## src/rtl/ps2_pkg.sv

```systemverilog
// Shared PS/2 definitions: host-transmit FSM states, frame sizing and
// common command bytes.
package ps2_pkg;

    typedef enum logic [2:0] {
        IDLE,
        INHIBIT,
        RTS,
        SEND,
        WAIT_IDLE
    } ps2_state_e;

    localparam int unsigned PS2_FRAME_BITS = 11;
    // Bits the host shifts out after the start bit: data, parity, stop.
    localparam int unsigned PS2_SHIFT_BITS = PS2_FRAME_BITS - 1;

    localparam logic [7:0] PS2_CMD_RESET    = 8'hFF;
    localparam logic [7:0] PS2_CMD_SET_LEDS = 8'hED;
    localparam logic [7:0] PS2_CMD_ENABLE   = 8'hF4;
    localparam logic [7:0] PS2_RSP_ACK      = 8'hFA;

    // Shift payload {stop, odd parity, data}; bit 0 leaves first.
    function automatic logic [PS2_SHIFT_BITS-1:0] ps2_frame(input logic [7:0] b);
        return {1'b1, ~^b, b};
    endfunction

endpackage

```

## src/rtl/ps2_line_sync.sv

```systemverilog
// Two-stage synchronizer for one PS/2 line plus a registered falling-edge
// strobe; lines idle high, so the stages reset to 1.
module ps2_line_sync (
    input  logic clk,
    input  logic rst_n,
    input  logic pin_in,
    output logic level,
    output logic fe
);

    logic s1_q;
    logic s2_q;
    logic s3_q;
    logic fe_q;
    logic fe_d;

    always_comb begin
        fe_d = s3_q & ~s2_q;
    end

    always_ff @(posedge clk or negedge rst_n) begin
        if (!rst_n) begin
            s1_q <= 1'b1;
            s2_q <= 1'b1;
            s3_q <= 1'b1;
            fe_q <= 1'b0;
        end else begin
            s1_q <= pin_in;
            s2_q <= s1_q;
            s3_q <= s2_q;
            fe_q <= fe_d;
        end
    end

    assign level = s2_q;
    assign fe    = fe_q;

endmodule

```

## src/rtl/ps2_host_tx.sv

```systemverilog
// PS/2 host-to-device command transmitter: inhibit, request-to-send, shift the
// frame on device clock falls, capture the ACK and wait for the bus to idle.
module ps2_host_tx
    import ps2_pkg::*;
#(
    parameter int unsigned INHIBIT_CYCLES = 6000,
    parameter int unsigned TIMEOUT_CYCLES = 750000
) (
    input  logic       clk,
    input  logic       rst_n,
    input  logic       tx_valid,
    input  logic [7:0] tx_byte,
    output logic       tx_ready,
    input  logic       ps2k_clk_in,
    input  logic       ps2k_data_in,
    output logic       ps2k_clk_oe,
    output logic       ps2k_data_oe,
    output logic       busy,
    output logic       done,
    output logic       ack_ok,
    output logic       error
);

    localparam int unsigned CNT_MAX = (INHIBIT_CYCLES > TIMEOUT_CYCLES) ? INHIBIT_CYCLES
                                                                         : TIMEOUT_CYCLES;
    localparam int unsigned CNT_W   = $clog2(CNT_MAX + 1);
    localparam logic [CNT_W-1:0] INH_LAST = CNT_W'(INHIBIT_CYCLES - 1);
    localparam logic [CNT_W-1:0] TO_LAST  = CNT_W'(TIMEOUT_CYCLES - 1);
    localparam logic [3:0]       LAST_BIT = 4'(PS2_SHIFT_BITS);

    ps2_state_e                state_q, state_d;
    logic [CNT_W-1:0]          cnt_q, cnt_d, cnt_inc;
    logic [3:0]                n_q, n_d;
    logic [PS2_SHIFT_BITS-1:0] frame_q, frame_d;
    logic clk_oe_q, clk_oe_d, data_oe_q, data_oe_d;
    logic done_q, done_d, ack_ok_q, ack_ok_d, error_q, error_d;

    logic clk_lvl, clk_fe, data_lvl, data_fe_unused;

    ps2_line_sync u_clk_sync (
        .clk    (clk),
        .rst_n  (rst_n),
        .pin_in (ps2k_clk_in),
        .level  (clk_lvl),
        .fe     (clk_fe)
    );

    ps2_line_sync u_data_sync (
        .clk    (clk),
        .rst_n  (rst_n),
        .pin_in (ps2k_data_in),
        .level  (data_lvl),
        .fe     (data_fe_unused)
    );

    always_comb begin
        state_d   = state_q;
        cnt_d     = cnt_q;
        n_d       = n_q;
        frame_d   = frame_q;
        clk_oe_d  = clk_oe_q;
        data_oe_d = data_oe_q;
        ack_ok_d  = ack_ok_q;
        done_d    = 1'b0;
        error_d   = 1'b0;
        cnt_inc   = (cnt_q == CNT_W'(CNT_MAX)) ? cnt_q : cnt_q + CNT_W'(1);

        unique case (state_q)
            IDLE: begin
                clk_oe_d  = 1'b0;
                data_oe_d = 1'b0;
                if (tx_valid) begin
                    state_d  = INHIBIT;
                    frame_d  = ps2_frame(tx_byte);
                    n_d      = 4'd0;
                    cnt_d    = '0;
                    ack_ok_d = 1'b0;
                    clk_oe_d = 1'b1;
                end
            end
            INHIBIT: begin
                cnt_d = cnt_inc;
                if (cnt_q == INH_LAST) begin
                    state_d   = RTS;
                    data_oe_d = 1'b1;
                end
            end
            RTS: begin
                // Start bit stays driven until the device's first clock fall.
                state_d  = SEND;
                clk_oe_d = 1'b0;
                cnt_d    = '0;
            end
            SEND: begin
                if (clk_fe) begin
                    cnt_d = '0;
                    n_d   = n_q + 4'd1;
                    if (n_q == LAST_BIT) begin
                        ack_ok_d  = ~data_lvl;
                        data_oe_d = 1'b0;
                        state_d   = WAIT_IDLE;
                    end else begin
                        data_oe_d = ~frame_q[0];
                        frame_d   = frame_q >> 1;
                    end
                end else if (cnt_q == TO_LAST) begin
                    state_d   = IDLE;
                    data_oe_d = 1'b0;
                    ack_ok_d  = 1'b0;
                    error_d   = 1'b1;
                end else begin
                    cnt_d = cnt_inc;
                end
            end
            WAIT_IDLE: begin
                if (clk_lvl && data_lvl) begin
                    done_d  = 1'b1;
                    state_d = IDLE;
                end else if (clk_fe) begin
                    cnt_d = '0;
                end else if (cnt_q == TO_LAST) begin
                    state_d  = IDLE;
                    ack_ok_d = 1'b0;
                    error_d  = 1'b1;
                end else begin
                    cnt_d = cnt_inc;
                end
            end
            default: begin
                state_d   = IDLE;
                clk_oe_d  = 1'b0;
                data_oe_d = 1'b0;
            end
        endcase
    end

    always_ff @(posedge clk or negedge rst_n) begin
        if (!rst_n) begin
            state_q   <= IDLE;
            cnt_q     <= '0;
            n_q       <= 4'd0;
            frame_q   <= '0;
            clk_oe_q  <= 1'b0;
            data_oe_q <= 1'b0;
            done_q    <= 1'b0;
            ack_ok_q  <= 1'b0;
            error_q   <= 1'b0;
        end else begin
            state_q   <= state_d;
            cnt_q     <= cnt_d;
            n_q       <= n_d;
            frame_q   <= frame_d;
            clk_oe_q  <= clk_oe_d;
            data_oe_q <= data_oe_d;
            done_q    <= done_d;
            ack_ok_q  <= ack_ok_d;
            error_q   <= error_d;
        end
    end

    assign tx_ready     = (state_q == IDLE);
    assign busy         = ~tx_ready;
    assign ps2k_clk_oe  = clk_oe_q;
    assign ps2k_data_oe = data_oe_q;
    assign done         = done_q;
    assign ack_ok       = ack_ok_q;
    assign error        = error_q;

endmodule

```

## config.mk

```make
export PLATFORM = sky130hd
export DESIGN_NAME = ps2_host_tx
export DESIGN_NICKNAME = d
export VERILOG_FILES = /design/src/rtl/ps2_pkg.sv /design/src/rtl/ps2_line_sync.sv /design/src/rtl/ps2_host_tx.sv
export SDC_FILE = /design/constraint.sdc
export NUM_CORES = 1
export LEC_CHECK = 0
export BUFFER_PORTS_ARGS = -buffer_cell sky130_fd_sc_hd__buf_2
export CAP_MARGIN = 20
export CELL_PAD_IN_SITES_DETAIL_PLACEMENT = 0
export CELL_PAD_IN_SITES_GLOBAL_PLACEMENT = 1
export CORE_ASPECT_RATIO = 1.5
export CORE_MARGIN = 2
export CORE_UTILIZATION = 35
export CTS_BUF_LIST = sky130_fd_sc_hd__clkbuf_4 sky130_fd_sc_hd__clkbuf_8
export DETAILED_ROUTE_END_ITERATION = 8
export PLACE_DENSITY_LB_ADDON = 0.1
export SETUP_SLACK_MARGIN = 0.05
export SLEW_MARGIN = 20
export SYNTH_ARGS = -nofsm -noshare
export SYNTH_HDL_FRONTEND = slang
export SYNTH_SLANG_ARGS = --single-unit
```

## constraint.sdc

```tcl
create_clock -name clk -period 3.89 [get_ports clk]
set_input_delay 1.167 -clock clk [delete_from_list [all_inputs] [get_ports clk]]
set_output_delay 1.167 -clock clk [all_outputs]
set_load 0.01 [all_outputs]
```

==> Implementation_results.wiki, run 1 <==
{| class="wikitable"
! Metric !! Value
|-
| Top area cells in the synthesized netlist || sky130_fd_sc_hd__dfrtp_1 41%, sky130_fd_sc_hd__dfstp_2 5.0%, sky130_fd_sc_hd__nand2_1 4.3%
|-
| Critical path arrival || 1480 ps
|-
| Vias in the first global route || ~2,100
|-
| First-iteration detailed-routing DRC count || between 80 and 90
|-
| Worst path top cell family by delay || flip-flops
|-
| Worst Min Path Start || u_clk_sync.s1_q$_DFF_PN1_
|-
| Finish-stage setup viols || 0
|-
| Initial core utilization || 0.364
|-
| DRT Pass-1 Iters || 4
|-
| Antenna violations before repair || 0
|-
| Cell type with the largest total area after synthesis || sky130_fd_sc_hd__dfrtp_1
|-
| Terminus of the critical flop-to-flop path || cnt_q[19]$_DFFE_PN0P_
|-
| Worst path max stage delay || ~540 ps
|-
| Clock latency on the worst-skew pair || 300 ps
|-
| Flop-to-flop setup slack || approximately 1400 ps
|-
| Most common cell after layout, fill and taps aside || sky130_fd_sc_hd__dfrtp_1
|-
| Count of different cell masters after synthesis || around 60
|-
| Worst reg-to-reg path cell count || 5
|-
| Mapped Area || ~2600 sq um
|-
| Main synth FF type || sky130_fd_sc_hd__dfrtp_1
|-
| Clock sink count || 48
|-
| Port Buffer Count || 19
|-
| Pwr per Cell Area || around 580 nW/um^2
|-
| Die Span X || 75.0 microns
|-
| Gp weighted congestion || 0.738
|-
| Clock share of power || 0.213
|-
| Post-route clock period utilization || 0.681
|-
| Core ar. || approximately 7300 sq um
|-
| Result of the run || complete, no violations
|-
| Critical-path cell list || or3_1, inv_1, buf_2
|-
| Avg Synthesized Cell Area || 9.41 sq um
|-
| Area enclosed by the die boundary || about 8300 sq um
|-
| CTS Hold Bufs || 0
|-
| Worst-path clk slew || 90 ps
|-
| Max Fanout on Critical Path || 15
|-
| Number of enable flip-flop cells after synthesis || 0
|-
| Total leakage power || 1.26 nW
|-
| Area fraction of the dominant cell type after synthesis || 0.407
|-
| Worst-case headroom to the max-slew limit || 0.464
|-
| Max-slew violations || 0
|-
| Slew at the pin closest to its max-slew limit || 796 ps
|-
| Layout-stage area growth over the synthesis result || 11.3%
|-
| Setup Crit Path Kind || flop to output pin
|-
| Setup TNS || 0 ps
|-
| Total Wirelength || about 6100 microns
|-
| Maximum ir drop on the vdd rail || 0.201 mV
|-
| Post-route clock skew || a little under 6 ps
|-
| Worst R2R Start || state_q[2]$_DFFE_PN0P_
|-
| Final routed DRC violation total || 0
|-
| IO Pins || 20
|-
| Post-Layout Cell Count || about 400
|-
| Most frequent cells in the layout || 43 x sky130_fd_sc_hd__dfrtp_1, 30 x sky130_fd_sc_hd__nand2_1, 20 x sky130_fd_sc_hd__nor2_1
|-
| CP required || 2720 ps
|-
| Category of the worst setup path launch point || flop
|-
| Synthesized net count || roughly 300
|-
| Half-perimeter wire length after placement || 4370 microns
|-
| Clk Tree Root Cell || sky130_fd_sc_hd__clkbuf_8
|-
| Min Tclk post-route || about 2600 ps
|-
| Share of flip-flops with an asynchronous set or reset after synthesis || 1.00
|-
| Number of antenna cells inserted || 0
|-
| Vias per std cell || 5.26
|-
| Sequential-to-total area share from yosys stat || 0.456
|-
| Total net switching power || ~660 uW
|-
| Wire length of the first global-routing pass || between 10,000 and 15,000 microns
|-
| Site row count || 38
|-
| Total congestion overflow after global routing || 0
|-
| Final Hold Viols || 0
|-
| WHS Path Cells || 0
|-
| Inserted Clock Buffers || 5
|-
| Slowest cell on the critical path || sky130_fd_sc_hd__dfrtp_1
|-
| Switching Share || 0.385
|-
| Worst min-delay path endpoint || u_clk_sync.level$_DFF_PN1_
|-
| All-Layer GR Usage || 0.162
|-
| Unrepaired setup endpoints after global routing || no
|-
| Synthesized flop and latch total || 48
|-
| Cell internal pwr || about 1.1 mW
|-
| Inst Count DP || roughly 400
|-
| Number of max-capacitance violations reported || 0
|-
| Worst Path Buf+Inv || 2
|-
| Comb pwr share || 0.374
|-
| Yosys warning count || 0
|-
| PostCTS Resize Cnt || 0
|-
| TritonCTS clock tree || done
|-
| Vias || between 2,000 and 2,500
|-
| Die boundary height || 110 microns
|-
| Fraction of layout instances using a drive strength above 1 || 0.152
|-
| Routed Antenna Nets || 0
|-
| Post-Syn Instances || ~280
|-
| Max Clock Freq || around 380 MHz
|-
| Post-CTS setup repair buffer count || 0
|-
| Pin count of the biggest net entering global routing || between 40 and 50
|-
| Path category of the worst min-delay check || flop to flop
|-
| Portion of total power attributed to sequential cells || 0.413
|-
| Final-stage net count || between 300 and 400
|-
| Average wire per cell in the routed design || between 15 and 20 microns
|-
| Setup crit end kind || output pin
|-
| Maximum root-to-sink buffer count || 2
|-
| CTS H-tree depth || 2
|-
| Final standard cell utilization of the core || 0.405
|}
final cells by class:
type                       count  area, sq um
fill                         751         4330
multi-input combinational    206         1330
sequential                    48         1210
timing repair buffer          23          128
tap                          100          125
clock buffer                   6         76.3
inverter                      12         45.0
clock inverter                 2         35.0
power by group through the flow:
stage	combinational (mW)	sequential, mW	clock (mW)
CTS	0.654	0.708	0.387
finish	0.642	0.707	0.366
global route	0.739	0.724	0.410
global placement	0.647	0.716	0
floorplan	0.513	0.668	0
detailed placement	0.651	0.719	0
registers in the layout, summed over array words and instances (netlist names):
| signal | flops |
|---|---|
| ack_ok | 1 |
| cnt_q | 20 |
| done | 1 |
| error | 1 |
| frame_q | 10 |
| n_q | 4 |
| ps2k_clk_oe | 1 |
| ps2k_data_oe | 1 |
| state_q | 3 |
| u_clk_sync.fe | 1 |
| u_clk_sync.level | 1 |
| u_clk_sync.s1_q | 1 |
| u_clk_sync.s3_q | 1 |
| u_data_sync.level | 1 |
| u_data_sync.s1_q | 1 |
routing by layer:
metal	GRT usage	vias to the layer above	share of wire
li1	-	1035	-
met1	0.206	1024	0.43
met2	0.273	28	0.54
met3	0.0301	2	0.022
met4	0.0476	0	0.0062
met5	0	-	0
worst register-to-register path, stage by stage, from the launching register on:
cell	delay [ps]
sky130_fd_sc_hd__dfrtp_1	610
sky130_fd_sc_hd__or3b_1	540
sky130_fd_sc_hd__a211o_1	380
sky130_fd_sc_hd__o21ai_1	540
sky130_fd_sc_hd__nand2b_1	250
sky130_fd_sc_hd__o31ai_1	90
cell usage after synthesis, types with 2 or more instances:
| cell type | n |
|---|---|
| sky130_fd_sc_hd__o21ai_0 | 13 |
| sky130_fd_sc_hd__and3_1 | 4 |
| sky130_fd_sc_hd__mux2i_1 | 8 |
| sky130_fd_sc_hd__nor2b_1 | 2 |
| sky130_fd_sc_hd__nand3_1 | 11 |
| sky130_fd_sc_hd__nand4_1 | 12 |
| sky130_fd_sc_hd__clkbuf_1 | 9 |
| sky130_fd_sc_hd__and2_1 | 2 |
| sky130_fd_sc_hd__nand3b_1 | 4 |
| sky130_fd_sc_hd__ha_1 | 4 |
| sky130_fd_sc_hd__buf_2 | 4 |
| sky130_fd_sc_hd__or3_1 | 3 |
| sky130_fd_sc_hd__xor2_1 | 12 |
| sky130_fd_sc_hd__o31ai_1 | 5 |
| sky130_fd_sc_hd__a211o_1 | 2 |
| sky130_fd_sc_hd__nand2b_1 | 4 |
| sky130_fd_sc_hd__o21ai_1 | 10 |
| sky130_fd_sc_hd__nor2_1 | 20 |
| sky130_fd_sc_hd__nor3_1 | 2 |
| sky130_fd_sc_hd__a2bb2oi_1 | 2 |
| sky130_fd_sc_hd__a21oi_2 | 2 |
| sky130_fd_sc_hd__xnor2_1 | 7 |
| sky130_fd_sc_hd__dfstp_2 | 5 |
| sky130_fd_sc_hd__nor4b_1 | 3 |
| sky130_fd_sc_hd__inv_1 | 12 |
| sky130_fd_sc_hd__nand2_1 | 30 |
| sky130_fd_sc_hd__and4b_1 | 2 |
| sky130_fd_sc_hd__a21oi_1 | 11 |
| sky130_fd_sc_hd__dfrtp_1 | 43 |
| sky130_fd_sc_hd__o32ai_1 | 2 |
| sky130_fd_sc_hd__nor4_1 | 3 |
cell families after synthesis:
| logic type | Yosys count | share of synthesized area |
|---|---|---|
| DFF | 48 | 0.456 |
| buffers and inverters | 27 | 0.0416 |
| adders and majority gates | 4 | 0.0189 |
| xor gates and xnor gates | 19 | 0.0629 |
| muxes | 10 | 0.0388 |
| and+or+nand+nor | 111 | 0.225 |
| AOI/OAI and AO/OA | 62 | 0.156 |
through the flow:
step                instance area [sq um]  setup WS (ps)  hold slack (ps)  power (mW)
floorplan                            2650           1650              345        1.18
global placement                     2830           1190              345        1.36
detailed placement                   2830           1160              347        1.37
CTS                                  2940           1230              361        1.75
global route                         2940           1120              364        1.87
finish                               2940           1240              360        1.71
how the worst max path moves through the flow:
stage                                        to                   start  cells after the start
after floorplan            cnt_q[3]$_DFFE_PN0P_                tx_valid                      6
after global placement     cnt_q[5]$_DFFE_PN0P_                tx_valid                      7
after detailed placement  cnt_q[19]$_DFFE_PN0P_                tx_valid                      7
after CTS                              tx_ready  state_q[2]$_DFFE_PN0P_                      3
after global routing                   tx_ready  state_q[2]$_DFFE_PN0P_                      3
final                                  tx_ready  state_q[2]$_DFFE_PN0P_                      3
Note: power is estimated with default switching activity, not from simulation.
==> run 2, diff against run 1 <==
==> constraint.sdc (replaced) <==
create_clock -name clk -period 2.19 [get_ports clk]
set_input_delay 0.657 -clock clk [delete_from_list [all_inputs] [get_ports clk]]
set_output_delay 0.657 -clock clk [all_outputs]
set_load 0.01 [all_outputs]
==> run 2 against run 1 <==
- cell area grew 7.7%
- die area stayed put
- combinational power grew 130%
- total power grew 89%
==> Implementation_results.wiki, run 2 (synthesis gave the netlist of run 1 again) <==
{| class="wikitable"
! Metric !! Value
|-
| All-Layer GR Usage || 0.169 (was 0.162)
|-
| Final routed DRC violation total || 0 (unchanged)
|-
| Slew at the pin closest to its max-slew limit || 491 ps (was 796 ps)
|-
| Worst-case headroom to the max-slew limit || 0.672 (was 0.464)
|-
| Total Wirelength || 6520 microns (was 6130 microns)
|-
| Terminus of the critical flop-to-flop path || cnt_q[19]$_DFFE_PN0P_ (unchanged)
|-
| Area enclosed by the die boundary || 8280 sq um (unchanged)
|-
| Max Fanout on Critical Path || 7 (was 15)
|-
| Critical path startpoint || state_q[2]$_DFFE_PN0P_ (unchanged)
|-
| Total congestion overflow after global routing || 0 (unchanged)
|-
| Maximum root-to-sink buffer count || 2 (unchanged)
|-
| Total placed instance area || 2980 sq um (was 2830 sq um)
|-
| Die boundary height || 110 microns (unchanged)
|-
| Finish-stage setup viols || 0 (unchanged)
|-
| Result of the run || complete, no violations (unchanged)
|-
| Final Hold Viols || 0 (unchanged)
|-
| Core ar. || 7270 sq um (unchanged)
|-
| Routed Antenna Nets || 0 (unchanged)
|-
| Wire length of the first global-routing pass || 11,000 microns (was 10,600 microns)
|-
| Half-perimeter wire length after placement || 4920 microns (was 4370 microns)
|-
| Non-Filler Cell Area, Final || 3170 sq um (was 2940 sq um)
|-
| Most frequent cells in the layout || 43 x sky130_fd_sc_hd__dfrtp_1, 30 x sky130_fd_sc_hd__nand2_1, 29 x sky130_fd_sc_hd__buf_4 (was 43 x sky130_fd_sc_hd__dfrtp_1, 30 x sky130_fd_sc_hd__nand2_1, 20 x sky130_fd_sc_hd__nor2_1)
|-
| Max FFs per register || 20 (unchanged)
|-
| Setup crit end kind || output pin (unchanged)
|-
| Critical path arrival || 1430 ps (was 1480 ps)
|-
| Final-stage net count || 341 (was 313)
|-
| Total leakage power || 1.40 nW (was 1.26 nW)
|-
| Fillers || 744 (was 751)
|-
| Gp weighted congestion || 0.773 (was 0.738)
|-
| TritonCTS clock tree || done (unchanged)
|-
| Top register by number of flip-flops || cnt_q (unchanged)
|-
| First-iteration detailed-routing DRC count || 106 (was 84)
|-
| Post-route clock period utilization || 0.952
|-
| IO Pins || 20 (unchanged)
|-
| Number of max-capacitance violations reported || 0 (unchanged)
|-
| Pwr per Cell Area || 1020 nW/um^2 (was 582 nW/um^2)
|-
| Antenna violations before repair || 0 (unchanged)
|-
| DRT Pass-1 Iters || 4 (unchanged)
|-
| Die Span X || 75.0 microns (unchanged)
|-
| Path category of the worst min-delay check || input port to asynchronous set/reset pin (was flop to flop)
|-
| Footprint of the multi-input gates || 1340 sq um (was 1330 sq um)
|-
| Maximum ir drop on the vdd rail || 0.388 mV (was 0.201 mV)
|-
| Clk Tree Root Cell || sky130_fd_sc_hd__clkbuf_8 (unchanged)
|-
| Initial core utilization || 0.364 (unchanged)
|-
| Clock latency on the worst-skew pair || 300 ps (about the same)
|-
| CP required || 1530 ps (was 2720 ps)
|-
| Post-route clock skew || 5.35 ps (was 5.92 ps)
|-
| Vias || 2,172 (was 2,089)
|-
| Slowest cell on the critical path || sky130_fd_sc_hd__dfrtp_1 (unchanged)
|-
| Flop-to-flop setup slack || 170 ps (was 1380 ps)
|-
| Average wire per cell in the routed design || 15.3 microns (was 15.4 microns)
|-
| Number of antenna cells inserted || 0 (unchanged)
|-
| Pin count of the biggest net entering global routing || 29 (was 47)
|-
| Port Buffer Count || 19 (unchanged)
|-
| Final standard cell utilization of the core || 0.436 (was 0.405)
|-
| Vias in the first global route || 2,172 (was 2,087)
|-
| Category of the worst setup path launch point || flop (unchanged)
|-
| Layout-stage area growth over the synthesis result || 19.9% (was 11.3%)
|-
| Most common cell after layout, fill and taps aside || sky130_fd_sc_hd__dfrtp_1 (unchanged)
|-
| Vias per std cell || 5.11 (was 5.26)
|-
| Area of all sequential standard cells || 1210 sq um (unchanged)
|-
| Post-Layout Cell Count || 425 (was 397)
|-
| CTS H-tree depth || 2 (unchanged)
|-
| Inserted Clock Buffers || 5 (unchanged)
|-
| Worst reg-to-reg path cell count || 6 (was 5)
|-
| Min Tclk post-route || around 2100 ps
|-
| Worst-path clk slew || 90 ps (about the same)
|-
| Worst path max stage delay || 410 ps (was 540 ps)
|-
| Max Clock Freq || ~480 MHz
|-
| Critical-path cell list || buf_6, or3_1, inv_1, buf_2 (was or3_1, inv_1, buf_2)
|-
| Site row count || 38 (unchanged)
|-
| Largest registers || cnt_q x20, frame_q x10, n_q x4 (unchanged)
|-
| Inst Count DP || 407 (was 389)
|-
| Setup Crit Path Kind || flop to output pin (unchanged)
|-
| Unrepaired setup endpoints after global routing || yes (was no)
|-
| Worst R2R Start || state_q[1]$_DFFE_PN0P_ (was state_q[2]$_DFFE_PN0P_)
|-
| Total power || 3.23 mW (was 1.71 mW)
|-
| Setup TNS || 0 ps (unchanged)
|-
| Clock sink count || 48 (unchanged)
|-
| Critical Path End || tx_ready (unchanged)
|-
| Max-slew violations || 0 (unchanged)
|-
| Fraction of layout instances using a drive strength above 1 || 0.231 (was 0.152)
|}
-- run 2: cell count changes in the layout (fill, tap and decap cells not counted) --
cell | before | now
sky130_fd_sc_hd__bufinv_16 | 1 | 0
sky130_fd_sc_hd__buf_2 | 18 | 19
sky130_fd_sc_hd__nor4_2 | 0 | 2
sky130_fd_sc_hd__clkbuf_8 | 5 | 6
sky130_fd_sc_hd__buf_12 | 0 | 1
sky130_fd_sc_hd__clkinv_2 | 1 | 0
sky130_fd_sc_hd__buf_4 | 5 | 29
sky130_fd_sc_hd__clkinvlp_4 | 0 | 1
sky130_fd_sc_hd__buf_6 | 0 | 2
sky130_fd_sc_hd__nor4_1 | 3 | 1
-- run 2: worst max-delay path, delay by kind of cell, from the launching register on --
family                 cells  cell delay [ps]
and+or+nand+nor            1              380
buffers and inverters      3              340
DFF                        1              410
-- run 2: area by class of cell --
| type | instances | share of cell area |
|---|---|---|
| repair buffers | 51 | 0.112 |
| multi-input cells | 206 | 0.423 |
| clock buffers | 7 | 0.0284 |
| well taps | 100 | 0.0395 |
| flip-flops and latches | 48 | 0.381 |
| clock inverters | 1 | 0.00237 |
| inverters | 12 | 0.0142 |
-- run 2: per-layer routing --
layer  vias to the layer above  share of wire  global-route usage  routed length, microns
met5                         -              0                   0                       0
li1                       1087              -                   -                       -
met3                         6          0.029              0.0283                     187
met2                        34           0.55               0.308                    3570
met1                      1045           0.41               0.194                    2680
met4                         0          0.011              0.0500                      74
-- run 2: through the flow --
stage               hold slack (ps)  worst slack (ps)
global placement                346               125
finish                          302               106
floorplan                       345               221
global route                    330              30.7
detailed placement              348               137
CTS                             318              72.8
-- run 2: how the worst min path moves through the flow --
stage                                          start  slack (ps)  cells after the start                           to
final                                          rst_n         300                      1               done$_DFF_PN0_
after global routing                           rst_n         330                      1       state_q[1]$_DFFE_PN0P_
after CTS                                      rst_n         320                      1               done$_DFF_PN0_
after detailed placement   u_clk_sync.s1_q$_DFF_PN1_         350                      0   u_clk_sync.level$_DFF_PN1_
after global placement    u_data_sync.s1_q$_DFF_PN1_         350                      0  u_data_sync.level$_DFF_PN1_
after floorplan            u_clk_sync.s1_q$_DFF_PN1_         350                      0   u_clk_sync.level$_DFF_PN1_
-- run 2: report_power, final --
group | switching [mW] | internal [mW] | leakage, nW
clock | 0.313 | 0.270 | 0.0479
sequential | 0.125 | 1.07 | 0.624
combinational | 0.798 | 0.660 | 0.726
total | 1.24 | 2.00 | 1.40
-- run 2: timing repair --
action,4_1_cts,5_1_grt
resized for setup,1,3
endpoints found under the setup margin,1,4
hold buffers,0,0
pin swaps,0,1
buffers inserted,1,9
